$ cat config.mk
export PLATFORM = sky130hd
export DESIGN_NAME = pipelined_register_file
export DESIGN_NICKNAME = d
export VERILOG_FILES = /design/src/rtl/pipelined_register_file.sv
export SDC_FILE = /design/constraint.sdc
export NUM_CORES = 1
export LEC_CHECK = 0
export BUFFER_PORTS_ARGS = -buffer_cell sky130_fd_sc_hd__buf_4
export CORE_MARGIN = 8
export CORE_UTILIZATION = 30
export DETAILED_ROUTE_END_ITERATION = 10
export GPL_ROUTABILITY_DRIVEN = 0
export SYNTH_ARGS = -nofsm -noshare
export SYNTH_HDL_FRONTEND = slang
export SYNTH_SLANG_ARGS = --single-unit
$ cat constraint.sdc
create_clock -name CLK -period 3.76 [get_ports CLK]
set_clock_uncertainty 0.05 [all_clocks]
set_input_delay 0.188 -clock CLK [delete_from_list [all_inputs] [get_ports CLK]]
set_output_delay 0.188 -clock CLK [all_outputs]
set_load 0.01 [all_outputs]
$ cat src/rtl/pipelined_register_file.sv
// Parametrised register file for the pipelined datapath.
// Provides three combinational read ports (A, B, D) and one write port (C).
// The top index holds the program counter, which has its own load path.
// Optional same-cycle bypass shows each port the value after the next edge.
// A busy scoreboard lets the control unit detect RAW hazards.
module pipelined_register_file #(
    parameter int                 DATA_W   = 32,
    parameter int                 NREGS    = 16,
    localparam int                ADDR_W   = $clog2(NREGS),
    parameter logic [DATA_W-1:0]  PC_RESET = '0,
    parameter bit                 BYPASS   = 1'b1
) (
    input  logic              CLK,
    input  logic              RST_N,
    input  logic [ADDR_W-1:0] SA,
    input  logic [ADDR_W-1:0] SB,
    input  logic [ADDR_W-1:0] SD,
    output logic [DATA_W-1:0] PA,
    output logic [DATA_W-1:0] PB,
    output logic [DATA_W-1:0] PD,
    input  logic [ADDR_W-1:0] C,
    input  logic [DATA_W-1:0] PW,
    input  logic              RFLd,
    input  logic [DATA_W-1:0] PCin,
    input  logic              PCLd,
    output logic [DATA_W-1:0] PCout,
    input  logic              ISSUE_EN,
    input  logic [ADDR_W-1:0] ISSUE_RD,
    output logic [NREGS-1:0]  BUSY,
    output logic              HAZ_A,
    output logic              HAZ_B,
    output logic              HAZ_D
);

    localparam logic [ADDR_W-1:0] PC_IDX = ADDR_W'(NREGS - 1);

    logic [DATA_W-1:0] regs_q [NREGS];
    logic [DATA_W-1:0] regs_d [NREGS];
    logic [NREGS-1:0]  busy_q;
    logic [NREGS-1:0]  busy_d;

    logic [ADDR_W-1:0] sel     [3];
    logic [DATA_W-1:0] rd_data [3];
    logic [2:0]        haz;

    // The bypass is gated by reset so that ports show the reset contents while reset is held.
    logic              fwd_en;

    assign fwd_en = BYPASS && RST_N;

    assign sel[0] = SA;
    assign sel[1] = SB;
    assign sel[2] = SD;

    // Next-state for the array: write-back first, then PC load unless write-back targets the PC.
    always_comb begin
        for (int i = 0; i < NREGS; i++) begin
            regs_d[i] = regs_q[i];
        end
        if (RFLd) begin
            regs_d[C] = PW;
        end
        if (PCLd && !(RFLd && (C == PC_IDX))) begin
            regs_d[PC_IDX] = PCin;
        end
    end

    // Scoreboard next-state: retire clears, then a new issue sets (issue wins on the same register).
    always_comb begin
        busy_d = busy_q;
        if (RFLd) begin
            busy_d[C] = 1'b0;
        end
        if (ISSUE_EN) begin
            busy_d[ISSUE_RD] = 1'b1;
        end
    end

    // Read ports and hazard flags, with optional forwarding of this cycle's write.
    always_comb begin
        for (int p = 0; p < 3; p++) begin
            rd_data[p] = regs_q[sel[p]];
            haz[p]     = busy_q[sel[p]];
            if (fwd_en) begin
                if (RFLd && (C == sel[p])) begin
                    rd_data[p] = PW;
                    haz[p]     = 1'b0;
                end else if (PCLd && (sel[p] == PC_IDX)) begin
                    rd_data[p] = PCin;
                end
            end
        end
    end

    assign PA    = rd_data[0];
    assign PB    = rd_data[1];
    assign PD    = rd_data[2];
    assign HAZ_A = haz[0];
    assign HAZ_B = haz[1];
    assign HAZ_D = haz[2];
    assign PCout = regs_q[PC_IDX];
    assign BUSY  = busy_q;

    // State registers; reset clears the array and scoreboard and loads the PC reset value.
    always_ff @(posedge CLK or negedge RST_N) begin
        if (!RST_N) begin
            for (int i = 0; i < NREGS; i++) begin
                regs_q[i] <= (i == NREGS - 1) ? PC_RESET : '0;
            end
            busy_q <= '0;
        end else begin
            for (int i = 0; i < NREGS; i++) begin
                regs_q[i] <= regs_d[i];
            end
            busy_q <= busy_d;
        end
    end

endmodule

==> results of run 1 <==
==> metal layers <==
layer / global-route usage, % / wire, um
met5: 0 / 23
met4: 9.09 / 6480
met3: 4.50 / 10900
met2: 30.7 / 59200
met1: 26.1 / 52000
==> registers in the layout, summed over array words and instances (netlist names) <==
name / flops
regs_q: 480
PCout: 32
BUSY: 16
==> worst max-delay path by stage <==
stage	to	slack, ns	from	cells after the start
floorplan	PA[19]	1.94	SA[1]	6
finish	PA[10]	0.41	C[3]	9
global placement	PA[10]	0.83	SA[1]	8
detailed placement	PA[10]	0.82	SA[1]	8
global route	PA[10]	0.32	C[3]	9
CTS	PD[14]	0.49	C[2]	8
==> final cells by class <==
cell class	count	share of cell area (%)
Antenna cell	1	0.00613
Clock buffer	76	3.97
Clock inverter	35	1.03
Inverter	2	0.0215
Multi-Input combinational cell	1658	48.7
Sequential cell	528	32.4
Tap cell	1524	4.67
Timing Repair Buffer	429	9.23
==> kinds of logic after synthesis <==
group           count (synthesis)
buf+inv                       346
mux                           965
compound gates                426
simple gates                  255
xor+xnor                       12
flops                         528
==> per-stage QoR <==
stage                     utilization, %  power (mW)  instance area [sq um]
after global routing                35.3        21.6                  40800
after CTS                           35.3        20.8                  40800
after detailed placement            32.7        14.4                  37800
final                               35.3        20.7                  40800
after global placement              32.7        14.3                  37800
after floorplan                        -        12.2                  34800
==> critical path: cells and delay by family <==
kind            cells  cell delay, ns
buf+inv             4            1.70
compound gates      1            0.45
simple gates        2            0.38
xor+xnor            1            0.16
mux                 1            0.16
==> Yosys cell counts, drive strengths merged (4+ instances only) <==
cell and instances:
and3 20, a22oi 118, a2bb2oi 15, o22a 10
clkbuf 128, and2 4, xnor2 4, mux2 490
mux4 396, xor2 8, dfrtp 528, a22o 104
nand3 5, o21ai 79, o22ai 52, a21oi 13
buf 216, o31ai 4, and4 4, nand2b 24
nor2b 16, nand3b 4, nand2 102, a32oi 18
mux2i 79, nor2 69
==> power groups by stage <==
stage                     registers [mW]  clock network [mW]  logic [mW]
after floorplan                     7.87                   0        4.37
after global placement              8.31                   0        5.99
after detailed placement            8.34                   0        6.08
after CTS                           8.25                6.28        6.22
after global routing                8.50                6.48        6.60
final                               8.33                6.17        6.20
==> impl_metrics.toml, run 1 <==
[logic_synthesis]
synth_mux_area_share_pct = 43.9
ys_async_sr_fraction_pct = 100
avgSynthCellArea_sq_um = 13.7
synth-edff-count = 0
synth_area_sq_mm = 0.0348
yosys.area_share.simple_pct = 3.52
synthCells = 2532
yosysUniqueCellTypes = 51
synth_top_family_by_area = "multiplexers"
synth_top_area_share_pct = 38.0
ys_seq_area_share_pct = 38.0
netlist_top_cells_area = "dfrtp_1, mux4_2, mux2_2"
ys_warn_count = 0
ys_ff_latch = 528
synth_xor_area_share_pct = 0.302
dominantRegCellSynth = "dfrtp_1"
synth_compound_area_share_pct = 9.01
yosysTopAreaCell = "dfrtp_1"
synth_fa_ha_area_share_pct = 0
syn_nets = 2621

[cts]
cts.repair.resized = 0
clk_pin_slew_ns = 0.06
clk_latency_ns = 0.64
cts.sinks = 528
hold_buffers = 102
cts-root-buf = "clkbuf_16"
cts_setup_buffers = 0
tritoncts = "built"
h-tree-depth = 2
numCtsBuffers = 59
clk_path_buf_depth = 3

[hold_path]
whs_endpoint = "BUSY[9]"
hold_class = "in -> reg"
hp-start = "RFLd"
hold_depth = 4

[place]
dp_slack_ns = 0.822
hpwl_um = 82400
dp_cells = 4039
port_buffers = 235

[timing]
max_freq_mhz = 299
tns_ns = 0
finalHoldViolCount = 0
rsz0062_at_grt = "false"
fin_crit_sh_pct = 89.0
setup_viol = 0
relSlewSlack_pct = 25.8
fin_crit_ns = 3.35
worst_pin_slew_ns = 1.11
maxSlewViolCount = 0
holdWs_ns = 0.0466
setup_ws_ns = 0.413

[power]
power_frac_comb_pct = 30.0
p_switching_mw = 6.47
swShare_pct = 31.2
internal_power_mw = 14.2
p_clk_share_pct = 29.8
peakVddDrop_v = 0.000357
p_leak_nw = 16.3
powerDensity_mw_per_mm2 = 507
power_frac_seq_pct = 40.2

[global_routing]
grt_max_degree = 102
overflow = 0
antenna_found_initial = 3
track_usage_pct = 19.7
grt_pass1_vias = 25900
grt_pass1_wl_um = 188000

[worst_setup_path]
path_cells = "dlygate4sd3_1, buf_4, xor2_1, nor2_1, nand4_1, buf_4, mux2i_1, a32oi_1, buf_4"
cp-end-kind = "primary output"
rrSetupSlack_ns = 2.24
critical-path-max-stage-delay_ns = 0.67
regToRegStartpoint = "PCout[11]"
required_ns = 3.52
r2r.worst_path.cells = 3
crit_slowest_cell = "buf_4"
crit_path_frequent_cell = "buf_4"
crit_fanout = 28
rr_endpoint = "PCout[11]"
crit_type = "in -> out"
crit_arrival_ns = 3.11
critPathLaunchType = "primary input"

[floorplanning]
start_util_pct = 30.1
ios = 236
rows = 125
die_w_um = 356
die_h_um = 356
core_area_sq_mm = 0.116
die-area_sq_mm = 0.127

[drt]
finalWirelength_um = 129000
drt_iter0_drc = 2695
drc = 0
ant_nets = 0
via_per_inst = 6.02
wl_per_cell_um = 30.2
vias = 25600
dr.pass1.iters = 7

[finish]
fillCellCount = 11000
final_cells = 4253
multi_input_area_sq_mm = 0.0199
seqCellArea_sq_mm = 0.0132
nNetsFinal = 2767
final_common_cell = "dfrtp_1"
area_delta_synth_final_pct = 17.5
drive_above_1_share_pct = 49.4
final_cell_mix = "dfrtp_1, mux2_2, mux4_2"

[status]
status = "completed"

[job]
cap_violations = 0
No activity file was read; power rests on OpenSTA's default activity.
==> inputs of run 2 (changes only) <==
- clock period: 3.76 -> 3.6 ns (I/O delays scaled with it)
==> impl_metrics.toml, run 2 (synthesis gave the netlist of run 1 again) <==
[power]
p_leak_nw = 16.3
p_total_mw = 21.4
powerDensity_mw_per_mm2 = 523
peakVddDrop_v = 0.000374

[drt]
wl_per_cell_um = 30.7
drc = 0
dr.pass1.iters = 6
via_per_inst = 6.02
drt_iter0_drc = 2759
vias = 25700
finalWirelength_um = 131000
ant_nets = 0

[worst_setup_path]
rrSetupSlack_ns = 1.98
crit_arrival_ns = 2.99
cp_top_family = "compound AO/OA/AOI/OAI gates"
crit_fanout = 17
r2r.worst_path.cells = 3
regToRegStartpoint = "PCout[14]"
cp.depth = 8
crit_type = "in -> out"
path_cells = "dlygate4sd3_1, buf_8, clkinv_2, o21a_1, nand2_1, o21ai_1, o22a_1, buf_4"
rr_endpoint = "PCout[14]"
endpoint = "PA[11]"
crit_slowest_cell = "o21a_1"
critPathLaunchType = "primary input"
worstSetupStartpoint = "RST_N"
cp-end-kind = "primary output"
critical-path-max-stage-delay_ns = 0.99
critical_path_buf_inv_count = 4
required_ns = 3.37

[cts]
cts.repair.resized = 0
h-tree-depth = 2
cts.sinks = 528
tritoncts = "built"
numCtsBuffers = 58
hold_buffers = 103
cts-root-buf = "clkbuf_16"
clk_latency_ns = 0.62
clk_path_buf_depth = 3
cts_setup_buffers = 0
clk_pin_slew_ns = 0.06

[timing]
max_freq_mhz = 311
maxSlewViolCount = 0
setup_viol = 0
worst_pin_slew_ns = 1.22
finalHoldViolCount = 0
fin_crit_sh_pct = 89.4
relSlewSlack_pct = 18.9
tns_ns = 0
rsz0062_at_grt = "false"
fin_crit_ns = 3.22

[finish]
final_common_cell = "dfrtp_1"
regMostFlops = "regs_q"
finish.utilization_pct = 35.3
multi_input_area_sq_mm = 0.0199
area_delta_synth_final_pct = 17.6
fillCellCount = 11100
nNetsFinal = 2781
drive_above_1_share_pct = 49.5
final_cell_mix = "dfrtp_1, mux2_2, mux4_2"
largest_reg_flops = 480
postLayoutCellArea_sq_mm = 0.0409
seqCellArea_sq_mm = 0.0132

[place]
hpwl_um = 84800
post_dp_cell_area_sq_mm = 0.0379
port_buffers = 235

[hold_path]
hold_class = "in -> reg"

[global_routing]
grt_pass1_vias = 26100
antenna_found_initial = 2
grt_pass1_wl_um = 190000
track_usage_pct = 20.1
overflow = 0
grt_max_degree = 116

[floorplanning]
rows = 125
ios = 236
die_h_um = 356
core_area_sq_mm = 0.116
die_w_um = 356
die-area_sq_mm = 0.127
start_util_pct = 30.1

[job]
cap_violations = 0

[status]
status = "completed"
[run 2: cell count changes in the layout (fill, tap and decap cells not counted), sizes merged]
cell,change
diode,+1
buf,+15
clkinv,-1
clkbuf,+9
inv,-2
clkinvlp,-7
bufinv,-3
[run 2: where the power goes]
| group | internal, mW | total (mW) | switching [mW] | leakage (nW) |
|---|---|---|---|---|
| registers | 7.28 | 8.70 | 1.42 | 6.45 |
| clock network | 3.56 | 6.15 | 2.58 | 0.966 |
| logic | 3.91 | 6.54 | 2.63 | 8.90 |
[run 2: stage by stage]
| step | setup slack, ns | std cells | hold WS (ns) |
|---|---|---|---|
| 2_1_floorplan | 1.79 | 2532 | -0.166 |
| 3_3_place_gp | 0.778 | 4053 | 0.0125 |
| 3_5_place_dp | 0.798 | 4053 | 0.0157 |
| 4_1_cts | 0.500 | 4263 | 0.0232 |
| 5_1_grt | 0.469 | 4263 | 0.0549 |
| 6_report | 0.382 | 4265 | 0.0476 |
[run 2: worst min path at each step]
| stage | startpoint | to | slack (ns) | depth (start not counted) |
|---|---|---|---|---|
| floorplan | RST_N | BUSY[0] | -0.17 | 0 |
| CTS | C[2] | BUSY[5] | 0.02 | 4 |
| global placement | RST_N | PCout[25] | 0.01 | 1 |
| finish | C[3] | BUSY[9] | 0.05 | 4 |
| detailed placement | RST_N | PCout[25] | 0.02 | 1 |
| global route | C[3] | BUSY[9] | 0.05 | 4 |
[run 2: per-layer routing]
layer / vias to the layer above / part of all wire, % / GRT usage [%]
li1: 10400 / - / -
met4: 0 / 4.9 / 9.37
met2: 1417 / 46 / 30.9
met3: 324 / 9.3 / 5.15
met1: 13600 / 40 / 26.5
met5: - / 0 / 0
[run 2: cell type report]
type,instances,share of cell area (%)
repair buffers,444,9.56
clock buffers,85,4.20
diodes,2,0.0123
inverters,2,0.0214
clock inverters,22,0.530
well taps,1524,4.67
multi-input cells,1658,48.7
flip-flops and latches,528,32.3
[run 2: tightest hold or removal path: stages]
cell      delay (ns)
buf_4           0.15
nand3b_4        0.18
o21ai_0         0.09
o21ai_0         0.07
==> inputs of run 3 (changes only) <==
- CTS_CLUSTER_SIZE: not set -> 40
- clock period: 3.6 -> 3.29 ns (I/O delays scaled with it)
==> impl_metrics.toml, run 3 (synthesis gave the netlist of run 1 again) <==
[status]
status = "completed"

[drt]
dr.pass1.iters = 5
drt_iter0_drc = 2721
via_per_inst = 6.03
vias = 25800
drc = 0
wl_per_cell_um = 30.9
finalWirelength_um = 132000
ant_nets = 0

[place]
hpwl_um = 85800
port_buffers = 235
post_dp_cell_area_sq_mm = 0.0381

[power]
peakVddDrop_v = 0.000421
powerDensity_mw_per_mm2 = 574
p_leak_nw = 16.4

[cts]
numCtsBuffers = 58
h-tree-depth = 2
clk_path_buf_depth = 3
cts-root-buf = "clkbuf_16"
cts.sinks = 528
tritoncts = "built"
clk_latency_ns = 0.63
clk_pin_slew_ns = 0.06
cts.repair.resized = 0

[global_routing]
grt_pass1_wl_um = 192000
grt_max_degree = 65
antenna_found_initial = 4
overflow = 0
grt_pass1_vias = 26400
track_usage_pct = 20.2

[floorplanning]
start_util_pct = 30.1
rows = 125
die_w_um = 356
ios = 236
core_area_sq_mm = 0.116
die-area_sq_mm = 0.127
die_h_um = 356

[finish]
largest_reg_flops = 480
final_cell_mix = "dfrtp_1, mux2_2, mux4_2"
final_common_cell = "dfrtp_1"
regMostFlops = "regs_q"
drive_above_1_share_pct = 49.8
nNetsFinal = 2793
multi_input_area_sq_mm = 0.0199
seqCellArea_sq_mm = 0.0132
area_delta_synth_final_pct = 18.4
fillCellCount = 11100
postLayoutCellArea_sq_mm = 0.0411
finish.utilization_pct = 35.6

[timing]
max_freq_mhz = 314
finalHoldViolCount = 0
fin_crit_ns = 3.18
fin_crit_sh_pct = 96.8
maxSlewViolCount = 0
relSlewSlack_pct = 29.5
setup_viol = 0
rsz0062_at_grt = "false"
tns_ns = 0
worst_pin_slew_ns = 1.06

[worst_setup_path]
crit_arrival_ns = 2.97
cp-end-kind = "primary output"
rrSetupSlack_ns = 1.78
critPathLaunchType = "primary input"
crit_type = "in -> out"
required_ns = 3.08
crit_fanout = 17

[job]
cap_violations = 0

[hold_path]
hold_class = "in -> reg"
## run 3: cell types whose count changed in the layout (fill, tap and decap cells not counted), moves of 2 or more
| cell | change |
|---|---|
| clkbuf_8 | +3 |
| clkinv_2 | -5 |
| dlygate4sd3_1 | -3 |
| buf_12 | +9 |
| clkbuf_1 | +2 |
| buf_4 | +6 |
## run 3: metrics by stage
stage,power (mW),std cells,hold slack (ns),setup WS [ns]
finish,23.6,4279,0.0385,0.105
global placement,16.4,4068,0.0468,0.589
detailed placement,16.6,4068,0.0479,0.567
global route,24.6,4278,0.0597,0.0419
CTS,23.7,4277,0.0105,0.167
floorplan,14.0,2532,-0.181,1.51
## run 3: power breakdown
part / internal (mW) / switching, mW
sequential: 7.97 / 1.55
combinational: 4.30 / 2.89
clock: 4.04 / 2.88
## run 3: final cells by class
| cell class | count | share of cell area [%] |
|---|---|---|
| multi-input cells | 1658 | 48.3 |
| well taps | 1524 | 4.64 |
| inverters | 2 | 0.0213 |
| clock buffers | 91 | 4.35 |
| flip-flops and latches | 528 | 32.1 |
| diodes | 2 | 0.0122 |
| repair buffers | 456 | 9.97 |
| clock inverters | 18 | 0.541 |
## run 3: what timing repair did
item	CTS	global route
hold buffers	100	0
buffers inserted	0	0
setup endpoints to repair	0	0
endpoints found under the hold margin	602	0
## run 3: final timing paths
check	to	cells after the start	startpoint
max	PD[6]	9	C[2]
max reg2reg	PCout[14]	3	PCout[14]
min in group asynchronous	regs_q[115]	3	RST_N
min	BUSY[11]	4	RFLd
max in group asynchronous	regs_q[401]	6	RST_N
min reg2reg	regs_q[123]	1	regs_q[123]
## run 3: layer usage
layer | global-route usage [%] | wire length [um]
met1 | 26.2 | 53000
met3 | 5.16 | 11700
met4 | 9.53 | 6680
met2 | 31.6 | 60600
met5 | 0 | 22
## run 3: worst max-delay path: stages
cell and delay [ns]:
dlygate4sd3_1 0.61, buf_4 0.21, xor2_1 0.18, nor3_2 0.32, and3_4 0.53, buf_4 0.25
a22oi_1 0.10, o22ai_1 0.39, buf_4 0.21
